## config.mk

```make
export PLATFORM = sky130hd
export DESIGN_NAME = demux_1_to_3_32_bit_buffered
export DESIGN_NICKNAME = d
export VERILOG_FILES = /design/src/rtl/demux_1_to_3_32_bit_buffered.sv
export SDC_FILE = /design/constraint.sdc
export NUM_CORES = 1
export LEC_CHECK = 0
export CORE_ASPECT_RATIO = 1.5
export CORE_MARGIN = 8
export CORE_UTILIZATION = 40
export DETAILED_ROUTE_END_ITERATION = 10
export PLACE_DENSITY = 0.65
export SETUP_SLACK_MARGIN = 0.15
export SLEW_MARGIN = 20
export SYNTH_ARGS = -nofsm -noshare
export SYNTH_HDL_FRONTEND = slang
export SYNTH_SLANG_ARGS = --single-unit
```

## constraint.sdc

```tcl
create_clock -name clk -period 11.1 [get_ports clk]
set_input_delay 1.665 -clock clk [delete_from_list [all_inputs] [get_ports clk]]
set_output_delay 1.665 -clock clk [all_outputs]
set_load 0.05 [all_outputs]
```

## src/rtl/demux_1_to_3_32_bit_buffered.sv

```systemverilog
// demux_1_to_3_32_bit_buffered
// Steers one 32-bit word stream to three independently stalling channels.
// Each channel buffers its words in a DEPTH-entry circular FIFO. Words sent
// to select 2'b11 are consumed and dropped, and a saturating counter tracks them.
//
// Handshake: a transfer happens at a rising edge where valid && ready are both
// high. A source keeps its valid high until the transfer completes, and may
// change payload/select while ready is low. Ready never depends on valid.
// in_ready depends combinationally only on in_sel and the registered FIFO
// state. Channel outputs are driven from registered state only.
module demux_1_to_3_32_bit_buffered #(
  parameter int DEPTH = 2,
  parameter int CNT_W = 8
) (
  input  logic             clk,
  input  logic             rst,
  input  logic [31:0]      in_data,
  input  logic [1:0]       in_sel,
  input  logic             in_valid,
  output logic             in_ready,
  output logic [31:0]      out_0_data,
  output logic [31:0]      out_1_data,
  output logic [31:0]      out_2_data,
  output logic             out_0_valid,
  output logic             out_1_valid,
  output logic             out_2_valid,
  input  logic             out_0_ready,
  input  logic             out_1_ready,
  input  logic             out_2_ready,
  output logic [CNT_W-1:0] drop_count
);

  localparam int PTR_W = (DEPTH > 1) ? $clog2(DEPTH) : 1;
  localparam logic [PTR_W:0] FULL_CNT = (PTR_W + 1)'(DEPTH);

  logic [2:0]  ch_ready;
  logic [2:0]  ch_full;
  logic [2:0]  ch_empty;
  logic [31:0] ch_head [3];

  assign ch_ready = {out_2_ready, out_1_ready, out_0_ready};

  for (genvar k = 0; k < 3; k++) begin : g_ch
    logic [31:0]      mem [DEPTH];
    logic [PTR_W-1:0] rd_ptr;
    logic [PTR_W-1:0] wr_ptr;
    logic [PTR_W:0]   count;
    logic             push;
    logic             pop;

    assign ch_full[k]  = (count == FULL_CNT);
    assign ch_empty[k] = (count == '0);
    // A full FIFO refuses input even if it pops in the same cycle.
    assign push = in_valid && (in_sel == 2'(k)) && !ch_full[k];
    assign pop  = ch_ready[k] && !ch_empty[k];
    assign ch_head[k] = ch_empty[k] ? 32'b0 : mem[rd_ptr];

    // Storage write; contents survive reset since occupancy hides them.
    always_ff @(posedge clk) begin
      if (!rst && push) begin
        mem[wr_ptr] <= in_data;
      end
    end

    // Pointer and occupancy bookkeeping; pointers wrap modulo DEPTH.
    always_ff @(posedge clk) begin
      if (rst) begin
        rd_ptr <= '0;
        wr_ptr <= '0;
        count  <= '0;
      end else begin
        if (push) begin
          wr_ptr <= wr_ptr + PTR_W'(1);
        end
        if (pop) begin
          rd_ptr <= rd_ptr + PTR_W'(1);
        end
        case ({push, pop})
          2'b10:   count <= count + (PTR_W + 1)'(1);
          2'b01:   count <= count - (PTR_W + 1)'(1);
          default: count <= count;
        endcase
      end
    end
  end

  // Ready follows the selected channel's not-full flag; drops always accepted.
  always_comb begin
    in_ready = 1'b1;
    case (in_sel)
      2'b00:   in_ready = !ch_full[0];
      2'b01:   in_ready = !ch_full[1];
      2'b10:   in_ready = !ch_full[2];
      default: in_ready = 1'b1;
    endcase
  end

  // Saturating count of words dropped with select 2'b11.
  always_ff @(posedge clk) begin
    if (rst) begin
      drop_count <= '0;
    end else if (in_valid && (in_sel == 2'b11) && (drop_count != '1)) begin
      drop_count <= drop_count + CNT_W'(1);
    end
  end

  assign out_0_data  = ch_head[0];
  assign out_1_data  = ch_head[1];
  assign out_2_data  = ch_head[2];
  assign out_0_valid = !ch_empty[0];
  assign out_1_valid = !ch_empty[1];
  assign out_2_valid = !ch_empty[2];

endmodule

```

* Word-level counts from Yosys, hierarchy flattened
Memories as Yosys holds them, arrays and structs flattened. A register that Yosys moved wholly into a read port is not among the register bits.
Cells that the tools add are included.
** Word-level totals
- Memories :: 3
- Word-level logic and storage cells :: 86
- Bits of input ports :: 40
- Bits in registers :: 20
- RAM bits :: 192
- Output and inout port bits :: 108
- Bits in latches :: 0
- Bits in read-only memories :: 0
** Operators by class
- Divide/modulo/power cells :: 0
- $mul :: 0
- Mux-type cells :: 19
- Bitwise operators :: 0
- Eq/ne operators :: 13
- Magnitude comparators :: 0
- Shifts and indexed selects :: 0
- Add/subtract/negate cells :: 13
- Reduce and logical (&&, ||, !) cells :: 28
** Memories
- g_ch[0].mem :: words 2, width 32, read ports 1, clocked after memory_dff 1, wr ports 1, line 44 : logic [31:0] mem [DEPTH];
- g_ch[1].mem :: words 2, width 32, read ports 1, clocked after memory_dff 1, wr ports 1, line 44
- g_ch[2].mem :: words 2, width 32, read ports 1, clocked after memory_dff 1, wr ports 1, line 44
** Operators with widths (number)
- $mux 32 :: 3
- $eq 2x2->1 const B :: 8
- $logic_and 1x1->1 :: 14
- $mux 1 :: 12
- $pmux 2 s2 :: 3
- $add 8x1->8 const B :: 1
- $eq 2x1->1 const B :: 4
- $logic_not 2->1 :: 4
- $ne 8x8->1 const B :: 1
- $logic_not 1->1 :: 7
- $add 1x1->1 const B :: 6
- $add 2x1->2 const B :: 3
- $reduce_bool 2->1 :: 3
- $sub 2x1->2 const B :: 3
- $pmux 1 s3 :: 1

* Depth between registers and ports, before layout
Gate-level depths: netlist of the first run.
- Depth after elaboration :: 6
- Depth in mapped cells :: 7

* Worst setup path before layout of the first run
OpenSTA, ideal clock, no wires.
- Path kind :: input-to-reg
- From :: input port in_sel[0]
- To :: memory g_ch[0].mem[1][0], enable pin
- Path buffers :: 0
- Path slack :: 6.251 ns
- Stages :: 3
- Setup time :: 0.468 ns
- Arrival :: 4.381 ns
- Cells stage by stage :: nor3b_1 nand2_1 nor3b_1
** Between the ends
- Longest elaborated chain between the ends :: 6
** RTL lines
- start, declared :: line 18 : input logic [1:0] in_sel,
- $logic_not 2->1 :: line 54 : assign push = in_valid && (in_sel == 2'(k)) && !ch_full[k];
- $logic_and 1x1->1 (2 in a row) :: line 54
- $logic_and 1x1->1 :: line 60 : if (!rst && push) begin
- $mux 1 :: line 60
- $mux 1 (implied by the code) :: line 61 : mem[wr_ptr] <= in_data;
- end, declared :: line 44
Every way passes these cells.

* Worst setup path in the final report of the first run
- From :: input port in_sel[1]
- To :: output port in_ready
** Between the ends
- Longest elaborated chain between the ends :: 2
- Elaborated cells between the ends (all ways) :: 4
- Classes of those cells :: 2 x eq/ne; 1 x mux; 1 x reduce/logical
** RTL lines
- $eq 2x2->1 (tied with other cells) :: line 90 : case (in_sel)
- $pmux 1 s3 * :: line 90
- end, declared :: line 20 : output logic in_ready,
Mark *: on every way between the ends. The rest lies on a longest branch, timed or not.

==> impl_summary.log, run 1 <==
INFO  metric status = complete, no violations
INFO  metric final_cell_area = 10800 sq um
INFO  metric layout.cells.most_common_list = edfxtp_1 (192), clkdlybuf4s50_1 (147), nor2_1 (114), mux2i_1 (98), clkbuf_16 (21)
INFO  metric detailedRoute.firstIterationViolations = 211
INFO  metric dieArea = 25620 sq um
INFO  metric max_cap_viol_count = 0
INFO  metric clkSlewWorstSetupHoldPaths = 0.06 ns
INFO  metric yosysUniqueCellTypes = 33
INFO  metric post-route-drc-count = 0
INFO  metric synth_seq_area_share = 75.30%
INFO  metric clkLatencyLatePin = 0.49 ns
INFO  metric cp.depth = 4
INFO  metric hpwlAfterDp = 12.45 mm
INFO  metric power.density_cell_area = 208.6 nW/um^2
INFO  metric layout_min_cycle_time = 5.032 ns
INFO  metric critical-path-top-delay-family = buffers and inverters
INFO  metric die_y = 192.1 um
INFO  metric gp_routability_congestion = 0.7503
INFO  metric place.port_buffers = 147
INFO  metric cts_tree = built
INFO  metric drive_gt1_share = 8.596%
INFO  metric grt_pass1_vias = 5137
INFO  metric cpPeakStageDelay = 0.83 ns
INFO  metric layout_commonest_cell = edfxtp_1
INFO  metric arrival = 3.37 ns
INFO  metric critical_path.n_buffers_inverters = 2
INFO  metric final-instance-count-excl-fill = 962
INFO  metric synthesized_netlist_net_count = 571
INFO  metric drt-vias-per-instance = 4.922
INFO  metric seq_area = 6237 sq um
INFO  metric timing_worst_setup_path_type = input port to output port
INFO  metric worstPathCellList = clkdlybuf4s50_1 > mux2i_1 > o21ai_0 > clkdlybuf4s50_1
INFO  metric share_of_flip_flops_with_an_asynchronous_set_or_reset_after_synthesis = 0%
INFO  metric grt_antenna_before_repair = 1
INFO  metric vias = 4735
INFO  metric cp_slowest_cell = clkdlybuf4s50_1
INFO  metric clock_sink_count = 215
INFO  metric power.leakage = 3.456 nW
INFO  metric wl_per_cell = 19.66 um
INFO  metric synth.yosys.warnings = 0
INFO  metric syn_to_final_growth = 30.67%
INFO  metric worst_pin_slew = 0.9954 ns
INFO  metric placedCellCount = 926
INFO  metric timing_max_transition_violations_final = 0
INFO  metric total_power = 2.253 mW
INFO  metric placedInstanceArea = 10110 sq um
INFO  metric grt_setup_unrepaired = false
INFO  metric pin_count = 148
INFO  metric wl = 18.91 mm
INFO  metric dpl_worst_slack = 6.071 ns
INFO  metric timing.max_slew.rel_slack = 33.48%
INFO  metric number_of_enable_flip_flop_cells_after_synthesis = 192
INFO  metric mapped_avg_cell_area = 15.69 sq um
INFO  metric grt_start_max_net_pins = 34
INFO  metric cts_setup_buffers = 0
INFO  metric syn_inst = 527
INFO  metric final_min_period_over_clock_period = 45.33%
INFO  metric clock-skew-final = 0.005625 ns
INFO  metric initial_utilization = 40.65%
INFO  metric syn-cell-area = 8268 sq um
INFO  metric worstRegToRegCells = 6
INFO  metric maxClockFrequency = 0.1987 GHz
INFO  metric rows = 64
INFO  metric path_common_cell = clkdlybuf4s50_1
INFO  metric ys_ff_latch = 215
INFO  metric worst-endpoint-required = 9.44 ns
INFO  metric critical_path.max_fanout = 7
INFO  metric multi_input_comb_area = 1974 sq um
INFO  metric hold_path_class = register to register
INFO  metric total_of_hold_buffers_inserted_after_clock_tree_synthesis = 0
INFO  metric number_of_detailed_route_iterations_in_the_first_pass = 4
INFO  metric post_route_setup_tns = 0 ns
INFO  metric cts_inserted_buffers = 20
INFO  metric timing.critical_path.from_type = input port
INFO  metric design.core.area = 20340 sq um
INFO  metric fin_ws = 6.068 ns
INFO  metric die-width = 133.4 um
INFO  metric fin_nets = 728
INFO  metric global_route_wire_length_before_repair = 29.06 mm
INFO  metric buffer_cell_driving_the_clock_tree_root = clkbuf_16
INFO  metric final_setup_vio_count = 0
INFO  metric num-fill-cells = 1683
INFO  metric drt.antenna.violating_nets = 0
INFO  metric h_tree_level_count = 1
INFO  metric grt_remaining_overflow = 0
INFO  metric worst_hold_path.num_cells = 2
INFO  metric max-clock-path-buffers = 3
INFO  metric peakVddDrop = 162.3 uV
INFO  metric cp-end-kind = output port
INFO  metric antenna_cells = 0
INFO  metric cts.repair.resized = 0
INFO  metric global_route.usage.total = 14.67%
INFO  metric ys_dominant_reg_cell = edfxtp_1
INFO  metric final_hold_viol_count = 0
worst min-delay path: cells and delay by family (launching register included):
kind	cells	cell delay [ns]
xor+xnor	1	0.09
flops	1	0.32
simple gates	1	0.08
metrics by stage:
step	util [%]	hold WS [ns]
2_1_floorplan	-	0.4811
3_3_place_gp	49.69	0.4900
3_5_place_dp	49.69	0.5016
4_1_cts	53.08	0.5222
5_1_grt	53.12	0.5736
6_report	53.12	0.5208
cell usage after synthesis (2+ instances only):
cell,count,share of area (%)
a211oi_1,2,0.18
a21oi_1,6,0.36
and2_1,4,0.30
buf_2,9,0.54
clkbuf_1,15,0.68
dfxtp_1,23,5.6
edfxtp_1,192,70
ha_1,4,0.61
inv_1,3,0.14
mux2i_1,98,12
nand2_1,2,0.091
nand2b_1,3,0.23
nand3_1,4,0.24
nand4b_1,2,0.21
nor2_1,114,5.2
nor2_2,4,0.30
nor3_1,4,0.24
nor3b_1,4,0.36
o21ai_0,6,0.36
or3_1,3,0.23
xnor2_1,7,0.74
xor2_1,7,0.74
area by class of cell:
type / instances / share of cell area [%]
Sequential cell: 215 / 57.73
Multi-Input combinational cell: 285 / 18.27
Timing Repair Buffer: 159 / 14.45
Clock buffer: 24 / 5.061
Tap cell: 264 / 3.057
Clock inverter: 12 / 1.320
Inverter: 3 / 0.1042
kinds of logic (layout without fill, tap and decap cells):
kind of cell,count (synthesis),count (layout),synth area share [%]
flops,215,215,75.30
fa+ha+maj,4,4,0.6054
mux,99,99,12.05
compound gates,18,18,1.302
xor+xnor,14,14,1.483
simple gates,150,150,7.900
buf+inv,27,198,1.362
report_power, final:
part,switching [mW],leakage (nW),internal [mW]
registers,0.0477,1.92,0.901
clock network,0.280,0.338,0.423
logic,0.402,1.19,0.199
total,0.730,3.46,1.52
final timing paths:
path                           end              from  slack, ns
hold reg to reg           register    g_ch[1].rd_ptr       0.52
setup / recovery          in_ready         in_sel[1]       6.07
hold / removal            register    g_ch[1].rd_ptr       0.52
setup reg to reg  g_ch[1].count[1]  g_ch[1].count[0]       8.68
metal layers:
| layer | track usage, % | part of all wire [%] | up-vias |
|---|---|---|---|
| li1 | - | - | 2248 |
| met1 | 15.59 | 38 | 2350 |
| met2 | 28.70 | 56 | 112 |
| met3 | 2.670 | 4.5 | 23 |
| met4 | 4.031 | 1.6 | 2 |
| met5 | 0 | 0.069 | - |
flip-flops by register name (all words and copies together) (netlist names), named ones only:
register and flops:
drop_count 8, g_ch.count 6, g_ch.mem 192, g_ch.rd_ptr 3, g_ch.wr_ptr 3
Power figures use the tool's default switching activity.
==> run 2: changes to the inputs <==
Clock period 11.1 ns to 4.8 ns, I/O delays scaled along.
==> run 2 against run 1 <==
Against the previous run:
- first-iteration DRC count grew 49%
- non-clock buffer count shrank 3
- clock power grew 120%
- sequential power grew 130%
- largest cell class unchanged
==> impl_summary.log, run 2 (synthesized netlist as in run 1, its figures left out) <==
INFO  metric status = complete, no violations
INFO  metric cp-end-kind = output port
INFO  metric drt.antenna.violating_nets = 0 (unchanged)
INFO  metric detailedRoute.firstIterationViolations = 315 (+49%)
INFO  metric dieArea = 25620 sq um (unchanged)
INFO  metric max-clock-path-buffers = 3 (unchanged)
INFO  metric post-route-drc-count = 0 (unchanged)
INFO  metric timing.critical_path.from_type = register
INFO  metric antenna_cells = 0 (unchanged)
INFO  metric grt_remaining_overflow = 0 (unchanged)
INFO  metric gp_routability_congestion = 0.7460 (-0.57%)
INFO  metric die_y = 192.1 um (unchanged)
INFO  metric final_hold_viol_count = 0 (unchanged)
INFO  metric hp-start = g_ch[2].rd_ptr
INFO  metric rrSetupSlack = 2.43 ns (-6.25 ns)
INFO  metric fin_ws = 1.253 ns (-4.816 ns)
INFO  metric clock_sink_count = 215 (unchanged)
INFO  metric timing_max_transition_violations_final = 0 (unchanged)
INFO  metric grt_antenna_before_repair = 1 (unchanged)
INFO  metric grt_start_max_net_pins = 34 (unchanged)
INFO  metric grt_pass1_vias = 5131 (-0.12%)
INFO  metric cts_tree = built
INFO  metric register_with_the_most_flip_flops = g_ch.mem
INFO  metric maxClockFrequency = 0.2819 GHz
INFO  metric drt-vias-per-instance = 4.967 (+0.91%)
INFO  metric vias = 4763 (+0.59%)
INFO  metric cts.repair.resized = 0 (unchanged)
INFO  metric biggestRegsByFlops = g_ch.mem: 192 flops, drop_count: 8 flops, g_ch.count: 6 flops
INFO  metric design.core.area = 20340 sq um (unchanged)
INFO  metric dpl_worst_slack = 1.629 ns (-4.442 ns)
INFO  metric h_tree_level_count = 1 (unchanged)
INFO  metric final_setup_vio_count = 0 (unchanged)
INFO  metric wl_per_cell = 20.45 um (+4.0%)
INFO  metric place.port_buffers = 147 (unchanged)
INFO  metric clock-skew-final = 0.005673 ns (+0.00004801 ns)
INFO  metric worstRegToRegCells = 6 (unchanged)
INFO  metric hold_path_class = register to register
INFO  metric num-fill-cells = 1728 (+2.7%)
INFO  metric clkSlewWorstSetupHoldPaths = 0.06 ns (about the same)
INFO  metric power.density_cell_area = 477.0 nW/um^2 (+130%)
INFO  metric global_route.usage.total = 14.87% (+0.20 points)
INFO  metric layout.cells.most_common_list = edfxtp_1 (192), clkdlybuf4s50_1 (147), nor2_1 (114), mux2i_1 (98), clkbuf_16 (21)
INFO  metric number_of_detailed_route_iterations_in_the_first_pass = 4 (unchanged)
INFO  metric wl = 19.61 mm (+3.7%)
INFO  metric buffer_cell_driving_the_clock_tree_root = clkbuf_16
INFO  metric max_cap_viol_count = 0 (unchanged)
INFO  metric clkLatencyLatePin = 0.48 ns (about the same)
INFO  metric crit-reg2reg-launch = g_ch[2].count[0]
INFO  metric die-width = 133.4 um (unchanged)
INFO  metric peakVddDrop = 351.7 uV (+120%)
INFO  metric timing.max_slew.rel_slack = 34.31% (+0.82 points)
INFO  metric worst_pin_slew = 0.9831 ns (-0.01234 ns)
INFO  metric drive_gt1_share = 7.914% (-0.68 points)
INFO  metric critical_path.n_buffers_inverters = 2 (unchanged)
INFO  metric critical_path.max_fanout = 19 (+12)
INFO  metric hpwlAfterDp = 12.52 mm (+0.62%)
INFO  metric layout_commonest_cell = edfxtp_1
INFO  metric worst-endpoint-required = 4.08 ns (-5.36 ns)
INFO  metric arrival = 2.83 ns (-0.54 ns)
INFO  metric fin_nets = 725 (-0.41%)
INFO  metric cts_inserted_buffers = 20 (unchanged)
INFO  metric timing_worst_setup_path_type = register to output port
INFO  metric critical-path-top-delay-family = buffers and inverters
INFO  metric worst_hold_path.num_cells = 2 (unchanged)
INFO  metric layout_min_cycle_time = 3.547 ns
INFO  metric cpPeakStageDelay = 0.84 ns (about the same)
INFO  metric rows = 64 (unchanged)
INFO  metric global_route_wire_length_before_repair = 29.31 mm (+0.88%)
INFO  metric cts_setup_buffers = 0 (unchanged)
INFO  metric timing.rr.end = g_ch[2].count[1]
INFO  metric power.leakage = 3.425 nW (-0.89%)
INFO  metric total_of_hold_buffers_inserted_after_clock_tree_synthesis = 0 (unchanged)
INFO  metric worstPathCellList = buf_4 > mux2i_1 > nor2_1 > clkdlybuf4s50_1
INFO  metric grt_setup_unrepaired = false
INFO  metric pin_count = 148 (unchanged)
INFO  metric initial_utilization = 40.65% (unchanged)
INFO  metric post_route_setup_tns = 0 ns (unchanged)
INFO  metric final_min_period_over_clock_period = 73.90%
INFO  metric largest_register_ff_count = 192 (unchanged)
INFO  metric cp_slowest_cell = clkdlybuf4s50_1
INFO  metric syn_to_final_growth = 30.18%
==> run 2: cell type report <==
cell class,count,area [sq um],share of cell area (%)
Clock buffer,29,586.8,5.452
Clock inverter,7,63.81,0.5929
Inverter,3,11.26,0.1046
Multi-Input combinational cell,285,1974,18.34
Sequential cell,215,6232,57.91
Tap cell,264,330.3,3.069
Timing Repair Buffer,156,1564,14.53
==> run 2: per-stage QoR <==
| stage | area [sq um] | hold WS (ns) | util [%] | power [mW] | std cells |
|---|---|---|---|---|---|
| after global placement | 10110 | 0.4933 | 49.70 | 3.642 | 923 |
| after global routing | 10760 | 0.5371 | 52.92 | 5.310 | 959 |
| final | 10760 | 0.5165 | 52.92 | 5.134 | 959 |
| after floorplan | 8268 | 0.4811 | - | 3.122 | 527 |
| after detailed placement | 10110 | 0.5067 | 49.70 | 3.655 | 923 |
| after CTS | 10760 | 0.5188 | 52.90 | 5.205 | 959 |
==> run 2: power by group <==
group          total [mW]  switching [mW]  internal [mW]
clock                1.55           0.640          0.906
combinational        1.42           0.958          0.464
sequential           2.17          0.0837           2.08
==> run 2: worst reg2reg max path, stage by stage, from the launching register on <==
cell and delay, ns:
dfxtp_1 0.37, nor2_4 0.76, inv_1 0.14, and2_1 0.23, ha_1 0.32, or3_1 0.35, a21oi_1 0.13
==> run 2: metal layers <==
metal | part of all wire [%] | vias to the layer above | GRT usage (%)
met5 | 0.041 | - | 0
met4 | 1.9 | 2 | 4.941
met3 | 5.2 | 25 | 2.880
met2 | 56 | 140 | 28.33
met1 | 37 | 2352 | 16.02
li1 | - | 2244 | -
==> run 2: worst max path at each step <==
stage                              to  slack, ns  depth (start not counted)
finish                 out_2_data[15]       1.25                          4
global route           out_2_data[17]       1.16                          4
CTS                    out_1_data[15]       1.10                          3
detailed placement     out_1_data[15]       1.63                          3
global placement       out_1_data[15]       1.64                          3
floorplan           g_ch[0].mem[1][0]       0.90                          3
